`src/rtl/fetch_ctrl.sv`:
```
`default_nettype none
// ============================================================================
// Module      : fetch_ctrl
// Description : Instruction fetch controller with branch, halt and stall
//               handling, a one-cycle fetch pipeline and a saturating run-cycle
//               counter.
// Revision    : 1.0 - initial release
// ============================================================================
module fetch_ctrl #(
    parameter int             D          = 12,
    parameter logic [D-1:0]   START_ADDR = '0
) (
    input  logic          clk,
    input  logic          rst_n,
    input  logic          start,
    input  logic          stall,
    input  logic          branch_en,
    input  logic [D-1:0]  branch_target,
    input  logic          halt_req,
    input  logic [8:0]    mach_code,
    output logic [D-1:0]  prog_ctr,
    output logic [8:0]    instr,
    output logic [D-1:0]  instr_pc,
    output logic          instr_valid,
    output logic          busy,
    output logic          done,
    output logic [15:0]   cycle_cnt
);

    typedef enum logic [1:0] {
        S_IDLE   = 2'd0,
        S_RUN    = 2'd1,
        S_HALTED = 2'd2
    } state_t;

    localparam logic [15:0] c_CNT_MAX = 16'hFFFF;

    state_t         r_state;
    state_t         w_state_nxt;
    logic [D-1:0]   r_pc;
    logic [D-1:0]   w_pc_nxt;
    logic [8:0]     r_instr;
    logic [8:0]     w_instr_nxt;
    logic [D-1:0]   r_instr_pc;
    logic [D-1:0]   w_instr_pc_nxt;
    logic           r_valid;
    logic           w_valid_nxt;
    logic [15:0]    r_cnt;
    logic [15:0]    w_cnt_nxt;

    always_ff @(posedge clk or negedge rst_n) begin
        if (!rst_n) begin
            r_state    <= S_IDLE;
            r_pc       <= START_ADDR;
            r_instr    <= '0;
            r_instr_pc <= '0;
            r_valid    <= 1'b0;
            r_cnt      <= '0;
        end else begin
            r_state    <= w_state_nxt;
            r_pc       <= w_pc_nxt;
            r_instr    <= w_instr_nxt;
            r_instr_pc <= w_instr_pc_nxt;
            r_valid    <= w_valid_nxt;
            r_cnt      <= w_cnt_nxt;
        end
    end

    always_comb begin
        w_state_nxt    = r_state;
        w_pc_nxt       = r_pc;
        w_instr_nxt    = r_instr;
        w_instr_pc_nxt = r_instr_pc;
        w_valid_nxt    = r_valid;
        w_cnt_nxt      = r_cnt;

        case (r_state)
            S_IDLE, S_HALTED: begin
                if (start) begin
                    w_state_nxt = S_RUN;
                    w_pc_nxt    = START_ADDR;
                    w_valid_nxt = 1'b0;
                    w_cnt_nxt   = '0;
                end
            end
            S_RUN: begin
                // Counts every RUN edge, stalled or not, including the halting one.
                if (r_cnt != c_CNT_MAX) begin
                    w_cnt_nxt = r_cnt + 16'd1;
                end
                // Redirects are only honoured from a valid (correct-path) instruction.
                if (r_valid && halt_req) begin
                    w_state_nxt = S_HALTED;
                    w_valid_nxt = 1'b0;
                end else if (r_valid && branch_en) begin
                    w_pc_nxt    = branch_target;
                    w_valid_nxt = 1'b0;
                end else if (!stall) begin
                    w_instr_nxt    = mach_code;
                    w_instr_pc_nxt = r_pc;
                    w_pc_nxt       = r_pc + 1'b1;
                    w_valid_nxt    = 1'b1;
                end
            end
            default: begin
                w_state_nxt = S_IDLE;
            end
        endcase
    end

    assign prog_ctr    = r_pc;
    assign instr       = r_instr;
    assign instr_pc    = r_instr_pc;
    assign instr_valid = r_valid;
    assign cycle_cnt   = r_cnt;
    assign busy        = (r_state == S_RUN);
    assign done        = (r_state == S_HALTED);

endmodule
`default_nettype wire

```
`config.mk`:
```
export PLATFORM = sky130hd
export DESIGN_NAME = fetch_ctrl
export DESIGN_NICKNAME = d
export VERILOG_FILES = /design/src/rtl/fetch_ctrl.sv
export SDC_FILE = /design/constraint.sdc
export NUM_CORES = 1
export LEC_CHECK = 0
export CAP_MARGIN = 20
export CORE_UTILIZATION = 50
export DETAILED_ROUTE_END_ITERATION = 10
export HOLD_SLACK_MARGIN = 0.03
export PLACE_DENSITY_LB_ADDON = 0.05
export SYNTH_ARGS = -nofsm -noshare
export SYNTH_HDL_FRONTEND = slang
export SYNTH_SLANG_ARGS = --single-unit
```
`constraint.sdc`:
```
create_clock -name clk -period 4.2 [get_ports clk]
set_input_delay 0.42 -clock clk [delete_from_list [all_inputs] [get_ports clk]]
set_output_delay 0.42 -clock clk [all_outputs]
set_load 0.005 [all_outputs]
```
=== Word level (Yosys, flattened, before mapping) ===
Cells that the tools add are included.

* Register bits: 52
* Input port bits: 27
* Output and inout port bits: 52
* Logic and storage cells: 46

* Add/sub/neg operators: 2
* Equality and inequality tests: 9
* Mux-type cells: 16
* Bitwise operators: 3
* Reductions and logical operators: 10

{| class="wikitable"
|+ Operators with widths
! kind !! number
|-
| $mux 12 || 4
|-
| $mux 16 || 2
|-
| $pmux 16 s2 || 1
|-
| $pmux 12 s2 || 1
|-
| $add 16x1->16 const B || 1
|-
| $ne 16x16->1 const B || 1
|-
| $add 12x1->12 const B || 1
|-
| $reduce_and 4->1 || 2
|-
| $reduce_and 3->1 || 2
|-
| $mux 1 || 4
|-
| $mux 2 || 2
|-
| $ne 2x1->1 const B || 2
|-
| $ne 2x2->1 const B || 2
|-
| $ne 4x2->1 const B || 1
|-
| $pmux 2 s2 || 1
|-
| $ne 3x2->1 const B || 1
|-
| $not 1->1 || 3
|-
| $eq 2x1->1 const B || 1
|-
| $eq 2x2->1 const B || 1
|-
| $logic_and 1x1->1 || 2
|-
| $logic_not 2->1 || 1
|-
| $pmux 1 s2 || 1
|-
| $reduce_and 2->1 || 1
|-
| $reduce_bool 2->1 || 1
|-
| $reduce_or 2->1 || 1
|}

=== Longest topological paths before layout ===
* Depth in word-level cells: 5
* Gate-level depth with buffers: 6
* Depth with buffers taken out: 5

=== Worst setup path before layout ===
No wires, ideal clock.

* Kind: flip-flop to flip-flop
* From: register r_cnt[0], in the netlist cycle_cnt[0]
* To: register r_cnt[14], in the netlist cycle_cnt[14]
* Setup time: 124 ps
* Data arrival time: 1698 ps
* Data required time: 4076 ps
* Path slack: 2378 ps
* Cell stages (with the launch flop): 6
* Path buffers: 0
* Clock period less this slack: 1822 ps
* Path through: dfrtp_1 -> ha_1 -> nand3_4 -> or4_4 -> o211a_1 -> a211o_1

* Cells in the longest elaborated chain, start to end: 3
* Elaborated cells between the ends (all ways): 6

{| class="wikitable"
|+ Ends and longest elaborated chain
! item !! line !! RTL
|-
| start: declaration || 48 || <nowiki>logic [15:0] r_cnt;</nowiki>
|-
| start signal: assignment || 65 || <nowiki>r_cnt <= w_cnt_nxt;</nowiki>
|-
| $add 16x1->16 / $ne 16x16->1 (equally long branches) || 89, 88 ||
|-
| $mux 16 / $ne 2x1->1 (equally long branches) || -- ||
|-
| $pmux 16 s2 / $reduce_and 3->1 (equally long branches) || -- ||
|}

Parallel ways exist; a longest one is shown, timed or not. The select of a mux whose other input is x is not followed.
A chain may end at the register's enable or synchronous reset.

=== Worst setup path after layout ===
* From: register r_state[1]
* To: output port busy

* Cells in the longest elaborated chain, start to end: 1

{| class="wikitable"
|+ Ends and longest elaborated chain
! item !! line !! RTL
|-
| start: declaration || 38 || <nowiki>state_t r_state;</nowiki>
|-
| start signal: assignment || 60 || <nowiki>r_state <= w_state_nxt;</nowiki>
|-
| $eq 2x1->1 || 116 || <nowiki>assign busy = (r_state == S_RUN);</nowiki>
|-
| end: declaration || 25 || <nowiki>output logic busy,</nowiki>
|}

Every way passes these cells.

==> flow_metrics.py <==
metrics = {
    "drt": {
        "final_antenna_net_count": 0,
        "drtIter0Drc": 115,
        "wirelength_um": 6030,
        "drc": 0,
        "viasPerCell": 5.81,
        "via_count": 2272,
        "wl_per_cell_um": 15.4,
        "firstDrtPassIters": 4,
    },
    "logic_synthesis": {
        "syn_inst": 244,
        "muxShareOfSynthArea": 0.0894,
        "synth_xor_area_frac": 0,
        "synth_seq_cells": 52,
        "synth_fa_ha_area_frac": 0.00947,
        "avgSynthCellArea_um2": 10.8,
        "synth_compound_gate_area_share": 0.208,
        "ys.warnings.count": 0,
        "ys_seq_area_frac": 0.492,
        "netlist_area_um2": 2640,
        "yosysUniqueCellTypes": 50,
        "synth_top_family_by_area": "compound AO/OA/AOI/OAI gates",
        "synth_ff_type": "dfrtp_1",
        "yosys.area_share.simple": 0.171,
        "syn_nets": 273,
        "synth_edf_count": 0,
        "async_flop_share": 1.00,
    },
    "placed_design": {
        "place.port_buffers": 78,
        "dp.final_hpwl_um": 4200,
        "dp.cells": 383,
        "gp_congestion": 0.833,
        "placed_cell_area_um2": 3460,
        "preCtsSetupSlack_ps": 1530,
    },
    "floorplan": {
        "num_rows": 26,
        "fp.coreArea_um2": 5110,
        "dieWidth_um": 74.7,
        "dieArea_um2": 5580,
        "top_level_ports": 79,
        "die_h_um": 74.7,
        "start_util": 0.518,
    },
    "sta": {
        "finalMaxSlewViolations": 0,
        "max_freq_mhz": 369,
        "max-slew-margin-rel": 0.486,
        "finalSetupViolCount": 0,
        "hold_violations": 0,
        "fin_crit_ps": 2710,
        "min_period_over_period": 0.645,
        "worst_pin_slew_ps": 772,
        "worst_slack_ps": 1490,
        "rsz0062_at_grt": "false",
        "finClkSkew_ps": 7.12,
        "tns_ps": 0,
    },
    "cells_and_area": {
        "nFillCells": 422,
        "drive_above_1_share": 0.134,
        "nets": 350,
        "insertedDiodeCount": 0,
        "syn_to_final_growth_pct": 34.5,
        "layoutNonFillerInstCount": 391,
        "design_area_um2": 3560,
    },
    "outcome": {
        "status": "complete, no violations",
    },
    "setup_path": {
        "path_class": "flop to primary output",
        "cp_top_family": "buffers and inverters",
        "cp_slowest_cell": "clkdlybuf4s50_1",
        "cp_max_fo": 21,
        "path_cells": "nand2b_1, inv_1, clkdlybuf4s50_1",
        "crit_arrival_ps": 2290,
        "cp-start-kind": "flop",
        "cpPeakStageDelay_ps": 580,
        "cp.buffers_inverters": 2,
        "critPathCaptureType": "primary output",
        "required_ps": 3780,
    },
    "clocking": {
        "cts_buffers": 5,
        "cts_root_buf": "clkbuf_8",
        "clock_path_buffers": 2,
        "ctsHoldBuffers": 0,
        "htree_levels": 2,
        "ctsResizeCount": 0,
        "tritoncts": "yes",
        "clk_pin_slew_worst_paths_ps": 90,
        "post-cts-setup-buffers": 0,
        "cts.sinks": 52,
        "clk_latency_ps": 310,
    },
    "power_and_ir_drop": {
        "clock_power_share": 0.125,
        "comb_power_share": 0.471,
        "switchingPower_mw": 0.771,
        "p_seq_frac": 0.403,
        "switching_share": 0.355,
        "peakVddDrop_mv": 0.352,
        "powerDensity_nw_per_um2": 611,
        "p_leak_nw": 1.54,
        "p_int_mw": 1.40,
    },
    "global_routing": {
        "track_usage": 0.224,
        "grt_max_degree": 53,
        "overflow": 0,
        "met3_usage": 0.0509,
        "busiest_layer": "met2",
        "use_met2": 0.337,
        "grt_pass1_wl_um": 9420,
        "antenna_found_initial": 0,
        "use_met1": 0.320,
        "grt_pass1_vias": 2039,
    },
    "run": {
        "maxCapViolCount": 0,
    },
    "hold_path": {
        "min_path_type": "input pin to asynchronous set/reset pin",
    },
}
## state kept, by name, indices dropped and copies added (netlist names)
name         flops
cycle_cnt       16
instr            9
r_state          2
prog_ctr        12
instr_valid      1
instr_pc        12
## power by group through the flow
stage | Sequential [mW] | Combinational, mW | Clock [mW]
after detailed placement | 0.888 | 1.02 | 0
after global routing | 0.908 | 1.12 | 0.297
final | 0.877 | 1.02 | 0.272
after global placement | 0.880 | 0.999 | 0
after floorplan | 0.871 | 0.516 | 0
after CTS | 0.876 | 1.02 | 0.279
## logic make-up (layout without fill, tap and decap cells)
logic type,after synthesis,count (layout)
AND/OR/NAND/NOR,82,82
AO/OA/AOI/OAI,71,71
flip-flops,52,52
multiplexers,21,21
buffers and inverters,16,93
adder cells (fa/ha/maj),2,2
## path summary, 6_finish.rpt
kind,startpoint,to,slack (ps),depth (start not counted)
setup / recovery,r_state[1],busy,1490,3
hold reg to reg,instr_pc[11],instr_pc[11],480,2
hold / removal,rst_n,cycle_cnt[11],220,2
min in group clk,instr_pc[11],instr_pc[11],480,2
max in group asynchronous,rst_n,instr_pc[6],3550,2
setup reg to reg,r_state[1],prog_ctr[9],1620,5
## final cells by class
class,instances,area [um^2],area share
Multi-Input combinational cell,176,1260,0.356
Sequential cell,52,1300,0.366
Tap cell,70,87.6,0.0246
Inverter,6,22.5,0.00633
Clock buffer,5,68.8,0.0194
Timing Repair Buffer,80,798,0.224
Clock inverter,2,12.5,0.00352
## cells in the final DEF (no fill, tap or decap), types with 2 or more instances in the layout
| cell | count |
|---|---|
| a211o_1 | 3 |
| nor3_1 | 7 |
| ha_1 | 2 |
| nor2b_1 | 2 |
| dfrtp_1 | 52 |
| o21ai_0 | 8 |
| nand2b_1 | 2 |
| nor2_1 | 13 |
| clkdlybuf4s50_1 | 77 |
| nor4_1 | 2 |
| inv_1 | 6 |
| o31ai_1 | 3 |
| and2_1 | 2 |
| a31o_2 | 2 |
| a22o_1 | 14 |
| mux2_2 | 21 |
| a31oi_1 | 9 |
| a21oi_1 | 4 |
| clkbuf_8 | 5 |
| nand3_1 | 11 |
| a32o_1 | 2 |
| o211ai_1 | 9 |
| nand2_1 | 22 |
| and3_1 | 10 |
| a221o_1 | 4 |
## per-stage QoR
| step | hold WS, ps | utilization | power, mW |
|---|---|---|---|
| after floorplan | 124 | - | 1.39 |
| after global placement | 461 | 0.677 | 1.88 |
| after global routing | 280 | 0.696 | 2.33 |
| after CTS | 244 | 0.693 | 2.18 |
| after detailed placement | 465 | 0.677 | 1.90 |
| final | 221 | 0.696 | 2.17 |
## layer usage
metal	wire length [um]	vias to the layer above	share of wire
met3	368	7	0.061
met5	0	-	0
met2	2600	73	0.43
met4	76	0	0.013
met1	2990	1101	0.50
li1	-	1091	-
## synth_stat cells (2+ instances only)
cell | instances | area share
ha_1 | 2 | 0.0095
o21ai_0 | 8 | 0.015
a31oi_1 | 9 | 0.021
a21oi_1 | 4 | 0.0076
a31o_2 | 2 | 0.0066
nor3_1 | 7 | 0.013
mux2_2 | 21 | 0.089
dfrtp_1 | 52 | 0.49
clkbuf_1 | 4 | 0.0057
a221o_1 | 4 | 0.015
nor4_1 | 2 | 0.0047
a32o_1 | 2 | 0.0076
buf_4 | 4 | 0.011
a211o_1 | 3 | 0.0099
inv_1 | 6 | 0.0085
o31ai_1 | 3 | 0.0085
nor2_1 | 13 | 0.018
and3_1 | 10 | 0.024
o211ai_1 | 9 | 0.026
nand2b_1 | 2 | 0.0047
nor2b_1 | 2 | 0.0047
nand3_1 | 11 | 0.021
and2_1 | 2 | 0.0047
a22o_1 | 14 | 0.046
nand2_1 | 22 | 0.031
buf_2 | 2 | 0.0038
Note: power is estimated with default switching activity, not from simulation.
